===== config.mk =====
export PLATFORM = sky130hd
export DESIGN_NAME = ns_quantizer
export DESIGN_NICKNAME = d
export VERILOG_FILES = /design/src/rtl/ns_quantizer_pkg.sv /design/src/rtl/ns_quant_core.sv /design/src/rtl/ns_quantizer.sv
export SDC_FILE = /design/constraint.sdc
export NUM_CORES = 1
export LEC_CHECK = 0
export ABC_AREA = 0
export ABC_CLOCK_PERIOD_IN_PS = 19400
export BUFFER_PORTS_ARGS = -buffer_cell sky130_fd_sc_hd__buf_2
export CAP_MARGIN = 20
export CORE_MARGIN = 10
export CORE_UTILIZATION = 30
export CTS_BUF_LIST = sky130_fd_sc_hd__clkbuf_2 sky130_fd_sc_hd__clkbuf_4 sky130_fd_sc_hd__clkbuf_8
export DETAILED_ROUTE_END_ITERATION = 12
export HOLD_SLACK_MARGIN = 0.03
export REMOVE_ABC_BUFFERS = 1
export SYNTH_ARGS = -nofsm -noshare
export SYNTH_HDL_FRONTEND = slang
export SYNTH_SLANG_ARGS = --single-unit

===== constraint.sdc =====
create_clock -name clk_i -period 19.4 [get_ports clk_i]
set_clock_uncertainty 0.15 [all_clocks]
set_input_delay 3.88 -clock clk_i [delete_from_list [all_inputs] [get_ports clk_i]]
set_output_delay 3.88 -clock clk_i [all_outputs]
set_load 0.02 [all_outputs]

===== src/rtl/ns_quantizer_pkg.sv =====
// Shared types and width helpers for the noise-shaping quantizer.
package ns_quantizer_pkg;

    // Noise-shaping mode as presented on mode_i.
    typedef enum logic [1:0] {
        MODE_PLAIN = 2'b00,
        MODE_EF1   = 2'b01,
        MODE_EF2   = 2'b10,
        MODE_RSVD  = 2'b11
    } mode_e;

    // Guard bits above the sample width: enough headroom for x + 2*e1 - e2
    // plus the half-step rounding offset without wrapping.
    localparam int ACC_GUARD = 3;

    // Internal accumulator width derived from the input sample width.
    function automatic int acc_width(input int in_w);
        return in_w + ACC_GUARD;
    endfunction

endpackage


===== src/rtl/ns_quant_core.sv =====
// Combinational round / clamp / error path of the noise-shaping quantizer.
// Takes the shaped value v and produces the clamped level, the residual
// error saturated to the sample width, and the overload flag.
module ns_quant_core
    import ns_quantizer_pkg::*;
#(
    parameter int IN_W  = 16,
    parameter int OUT_W = 3,
    parameter int ACC_W = acc_width(IN_W)
) (
    input  logic signed [ACC_W-1:0] v,
    output logic signed [OUT_W-1:0] q_clamped,
    output logic signed [IN_W-1:0]  e,
    output logic                    ovl
);

    localparam int SH = IN_W - OUT_W;

    localparam logic signed [ACC_W-1:0] HALF_STEP = ACC_W'(2 ** (SH - 1));
    localparam logic signed [ACC_W-1:0] Q_MAX     = ACC_W'(2 ** (OUT_W - 1) - 1);
    localparam logic signed [ACC_W-1:0] Q_MIN     = -ACC_W'(2 ** (OUT_W - 1));
    localparam logic signed [ACC_W-1:0] E_MAX     = ACC_W'(2 ** (IN_W - 1) - 1);
    localparam logic signed [ACC_W-1:0] E_MIN     = -ACC_W'(2 ** (IN_W - 1));

    // Limit the rounded level to the range representable by the output code.
    function automatic logic signed [ACC_W-1:0] clamp_q(input logic signed [ACC_W-1:0] q);
        if (q > Q_MAX) begin
            return Q_MAX;
        end
        if (q < Q_MIN) begin
            return Q_MIN;
        end
        return q;
    endfunction

    // Saturate a wide error term to the signed sample range.
    function automatic logic signed [IN_W-1:0] sat_e(input logic signed [ACC_W-1:0] x);
        if (x > E_MAX) begin
            return E_MAX[IN_W-1:0];
        end
        if (x < E_MIN) begin
            return E_MIN[IN_W-1:0];
        end
        return x[IN_W-1:0];
    endfunction

    logic signed [ACC_W-1:0] rounded;
    logic signed [ACC_W-1:0] q_floor;
    logic signed [ACC_W-1:0] q_wide;
    logic signed [ACC_W-1:0] e_wide;

    // Round half-up by adding half a step then flooring with an arithmetic
    // shift; the error is measured against the clamped level so overloads
    // show up as a large residual.
    always_comb begin
        rounded = v + HALF_STEP;
        q_floor = rounded >>> SH;
        q_wide  = clamp_q(q_floor);
        e_wide  = v - (q_wide <<< SH);
    end

    assign q_clamped = q_wide[OUT_W-1:0];
    assign e         = sat_e(e_wide);
    assign ovl       = (q_wide != q_floor);

endmodule


===== src/rtl/ns_quantizer.sv =====
// Noise-shaping requantizer: reduces a signed IN_W sample to an OUT_W
// offset-binary code, feeding back past quantization errors (none, first
// order or second order) so the error spectrum is pushed to high frequency.
// One-deep output register with valid/ready handshake.
module ns_quantizer
    import ns_quantizer_pkg::*;
#(
    parameter int IN_W  = 16,
    parameter int OUT_W = 3,
    parameter int CNT_W = 16
) (
    input  logic                    clk_i,
    input  logic                    rst_i,
    input  logic                    clr_i,
    input  logic [1:0]              mode_i,
    input  logic                    in_valid_i,
    output logic                    in_ready_o,
    input  logic signed [IN_W-1:0]  x_in_i,
    output logic                    out_valid_o,
    input  logic                    out_ready_i,
    output logic [OUT_W-1:0]        code_o,
    output logic signed [IN_W-1:0]  err_o,
    output logic                    ovl_o,
    output logic [CNT_W-1:0]        ovl_cnt_o
);

    localparam int ACC_W = acc_width(IN_W);
    localparam logic [OUT_W-1:0] CODE_BIAS = OUT_W'(2 ** (OUT_W - 1));
    localparam logic [CNT_W-1:0] CNT_MAX   = '1;

    // ---- stage p0: acceptance, error feedback and quantization ----
    logic                    accept_p0;
    mode_e                   mode_p0;
    logic signed [ACC_W-1:0] fb_p0;
    logic signed [ACC_W-1:0] v_p0;
    logic signed [OUT_W-1:0] qc_p0;
    logic signed [IN_W-1:0]  e_p0;
    logic                    ovl_p0;
    logic [OUT_W-1:0]        code_p0;

    // ---- stage p1: output registers and error history ----
    logic                    vld_p1;
    logic [OUT_W-1:0]        code_p1;
    logic signed [IN_W-1:0]  err_p1;
    logic                    ovl_p1;
    logic signed [IN_W-1:0]  e1_p1;
    logic signed [IN_W-1:0]  e2_p1;
    logic [CNT_W-1:0]        cnt_p1;

    assign in_ready_o = !vld_p1 || out_ready_i;
    assign accept_p0  = in_valid_i && in_ready_o;
    assign mode_p0    = mode_e'(mode_i);

    // Select the error-feedback term; a clear in the same cycle forces the
    // accepted sample to see no history.
    always_comb begin
        fb_p0 = '0;
        if (!clr_i) begin
            case (mode_p0)
                MODE_EF1: fb_p0 = ACC_W'(e1_p1);
                MODE_EF2: fb_p0 = (ACC_W'(e1_p1) <<< 1) - ACC_W'(e2_p1);
                default:  fb_p0 = '0;
            endcase
        end
    end

    assign v_p0 = ACC_W'(x_in_i) + fb_p0;

    ns_quant_core #(
        .IN_W  (IN_W),
        .OUT_W (OUT_W),
        .ACC_W (ACC_W)
    ) u_core (
        .v         (v_p0),
        .q_clamped (qc_p0),
        .e         (e_p0),
        .ovl       (ovl_p0)
    );

    assign code_p0 = $unsigned(qc_p0) + CODE_BIAS;

    // ---- stage p0 -> p1 register boundary ----

    // Output register: load on acceptance, drop valid once consumed, hold
    // while downstream stalls.
    always_ff @(posedge clk_i or posedge rst_i) begin
        if (rst_i) begin
            vld_p1  <= 1'b0;
            code_p1 <= '0;
            err_p1  <= '0;
            ovl_p1  <= 1'b0;
        end else if (accept_p0) begin
            vld_p1  <= 1'b1;
            code_p1 <= code_p0;
            err_p1  <= e_p0;
            ovl_p1  <= ovl_p0;
        end else if (out_ready_i) begin
            vld_p1  <= 1'b0;
        end
    end

    // Error history shifts only on acceptance; a clear wipes it and also
    // discards the error of a sample accepted in the same cycle.
    always_ff @(posedge clk_i or posedge rst_i) begin
        if (rst_i) begin
            e1_p1 <= '0;
            e2_p1 <= '0;
        end else if (clr_i) begin
            e1_p1 <= '0;
            e2_p1 <= '0;
        end else if (accept_p0) begin
            e2_p1 <= e1_p1;
            e1_p1 <= e_p0;
        end
    end

    // Saturating count of accepted clamped samples; a clear restarts it,
    // counting a clamped sample accepted in the clearing cycle.
    always_ff @(posedge clk_i or posedge rst_i) begin
        if (rst_i) begin
            cnt_p1 <= '0;
        end else if (clr_i) begin
            cnt_p1 <= (accept_p0 && ovl_p0) ? CNT_W'(1) : '0;
        end else if (accept_p0 && ovl_p0 && (cnt_p1 != CNT_MAX)) begin
            cnt_p1 <= cnt_p1 + CNT_W'(1);
        end
    end

    assign out_valid_o = vld_p1;
    assign code_o      = code_p1;
    assign err_o       = err_p1;
    assign ovl_o       = ovl_p1;
    assign ovl_cnt_o   = cnt_p1;

endmodule


==> run_results.csv <==
group,metric,value,unit
timing,finalHoldViolations,0,
grt,grt-ovfl-total,0,
worst_setup_path,worst_path_most_repeated_cell,"ha_1",
pwr,pwr-share-comb,61.0,%
floorplanning,start_util,30.3,%
clock_tree,cts_buffer_depth,2,
clock_tree,cts_tree,"yes",
pwr,pwr-share-seq,24.8,%
timing,timing.final.ws_setup,8510,ps
floorplanning,core,0.0186,sq mm
worst_setup_path,path_max_fanout,18,
worst_setup_path,cp.arrival,10980,ps
pwr,power.share.clock,14.2,%
synthesis,synth_edf_count,0,
cells_and_area,finalNonFillerCells,990,
place,place_congestion,0.873,
timing,rsz0062_at_grt,"false",
worst_setup_path,critPathMaxStageDelay,460,ps
synthesis,synth.largest_area_cell,"dfrtp_1",
synthesis,synthArstFlopShare,100,%
drt,drc_errors,0,
timing,hold-worst-slack,326,ps
timing,tightest_slew,908,ps
timing,setup_tns,0,ps
synthesis,synthTopCellsByCount,"nor2_1, nand2_1, dfrtp_1",
synthesis,syn_inst,704,
clock_tree,cts_resized,0,
grt,grt_first_pass_wirelength,25700,um
run,max-cap-violations,0,
synthesis,ys_warn_count,0,
drt,vias,5107,
place,pre_cts_ws,8260,ps
clock_tree,clkLatencyLatePin,360,ps
pwr,vdd_ir_drop_max,0.0570,mV
drt,first_pass_iters,5,
clock_tree,clk_pin_slew,80,ps
clock_tree,clock-root-buffer,"clkbuf_8",
place,io_buffers,60,
worst_setup_path,critPathLaunchType,"input pin",
cells_and_area,drive_gt1_share,14.0,%
worst_setup_path,crit_required,19480,ps
drt,ant_nets,0,
worst_setup_path,crit_path_top_delay_cell,"or2_2",
clock_tree,cts_setup_buffers,0,
timing,fin_crit_sh,56.1,%
floorplanning,num_rows,50,
cells_and_area,diodes,0,
floorplanning,fp.dieW,157,um
synthesis,synth.most_common_cell,"nor2_1",
worst_setup_path,path_class,"in2reg",
clock_tree,htree_levels,3,
pwr,power_switching,0.409,mW
timing,fmax,91.8,MHz
floorplanning,die_area,0.0247,sq mm
synthesis,synth_seq_cells,69,
synthesis,ys_seq_area_share,30.5,%
floorplanning,io_pins,61,
clock_tree,cts.sinks,69,
pwr,p_leak,2.76,nW
pwr,power.density,134,mW/mm^2
synthesis,ys.flop_type,"dfrtp_1",
run_status,status,"finished, final reports clean",
timing,finalSetupViolCount,0,
pwr,p_sw_share,48.2,%
cells_and_area,fin_nets,821,
drt,drt_first_iter_violations,333,
timing,maxSlewViolCount,0,
cells_and_area,syn2layout_area_growth,12.2,%
drt,drt-vias-per-instance,5.16,
timing,fin_crit,10890,ps
timing,max_slew_margin,39.5,%
grt,grt_use_total,12.7,%
worst_hold_path,worstHoldPathType,"reg2reg",
clock_tree,holdBufCountCts,0,
grt,antenna_found_initial,0,
synthesis,synth_area_leaders,"dfrtp_1, ha_1, nor2_1",
synthesis,avgSynthCellArea,8.03,sq um
clock_tree,numCtsBuffers,9,
synthesis,synth_cell_type_count,77,
grt,grt_max_degree,70,
synthesis,synth_top_area_share,30.5,%
drt,routed_wl,15600,um
drt,detail_route.wl_per_cell,15.7,um
synthesis,syn-cell-area,0.00565,sq mm
place,place_inst,975,
pwr,internal_power,0.440,mW
worst_setup_path,end_kind,"register",
place,dp_hpwl,11800,um
floorplanning,dieHeight,157,um
grt,grt_pass1_vias,4989,
[power groups by stage]
stage / Clock [mW] / Sequential, mW / Combinational, mW
floorplan: 0 / 0.228 / 0.366
global placement: 0 / 0.214 / 0.513
detailed placement: 0 / 0.213 / 0.515
CTS: 0.125 / 0.211 / 0.518
global route: 0.132 / 0.216 / 0.579
finish: 0.121 / 0.211 / 0.518
[registers in the layout, indices dropped and copies added, names as in the netlist]
name	flops
ovl_cnt_o	16
err_o	16
e2_p1	16
out_valid_o	1
e1_p1	16
code_o	3
ovl_o	1
[cell type report]
type,instances,area (sq um)
timing repair buffer,64,330
clock inverter,4,48.8
inverter,48,180
clock buffer,11,145
fill,1943,12300
tap,234,293
multi-input combinational,560,3620
sequential,69,1730
[cell usage in the layout (no fill, tap or decap), types with 8 or more instances in the layout]
| cell | count |
|---|---|
| nand2b_1 | 14 |
| and2_1 | 10 |
| nand2_1 | 80 |
| o21a_1 | 8 |
| nand3_1 | 23 |
| ha_1 | 44 |
| a22oi_1 | 12 |
| dfrtp_1 | 69 |
| a21o_1 | 9 |
| xnor2_1 | 26 |
| a21oi_1 | 64 |
| o21ai_0 | 32 |
| nor2_1 | 99 |
| o211ai_1 | 9 |
| inv_1 | 43 |
| nor3_1 | 9 |
| clkbuf_8 | 10 |
| a211oi_1 | 10 |
| buf_2 | 60 |
[per-stage QoR]
step	area, sq um	util, %	power [mW]
floorplan	5530	-	0.594
global placement	6150	33.0	0.727
detailed placement	6150	33.0	0.728
CTS	6340	34.0	0.854
global route	6340	34.0	0.926
finish	6340	34.0	0.849
[layer usage]
metal	GRT usage, %	part of all wire (%)
met5	0	0
met4	4.63	1.4
met3	1.39	3.4
met2	20.6	46
met1	17.2	49
[critical path, delay by kind of cell]
kind	cells	cell delay, ps
AOI/OAI and AO/OA	8	2210
xor gates and xnor gates	1	170
adders and majority gates	6	1820
buffers and inverters	5	570
and+or+nand+nor	11	2310
[cells by family after synthesis]
| kind of cell | synth area share (%) |
|---|---|
| xor+xnor | 4.80 |
| mux | 0.553 |
| fa+ha+maj | 10.4 |
| simple gates | 23.9 |
| buf+inv | 5.44 |
| flops | 30.5 |
| compound gates | 24.3 |
[path summary, 6_finish.rpt]
kind | startpoint | to | slack (ps) | depth (start not counted)
max in group asynchronous | rst_i | e1_p1[8] | 14870 | 3
worst max-delay path | mode_i[0] | e1_p1[3] | 8510 | 31
worst min register to register | ovl_o | ovl_o | 330 | 2
min in group asynchronous | rst_i | e2_p1[5] | 3650 | 3
worst max register to register | e1_p1[0] | e1_p1[3] | 10410 | 37
worst min-delay path | ovl_o | ovl_o | 330 | 2
(Power assumes the default switching activity.)
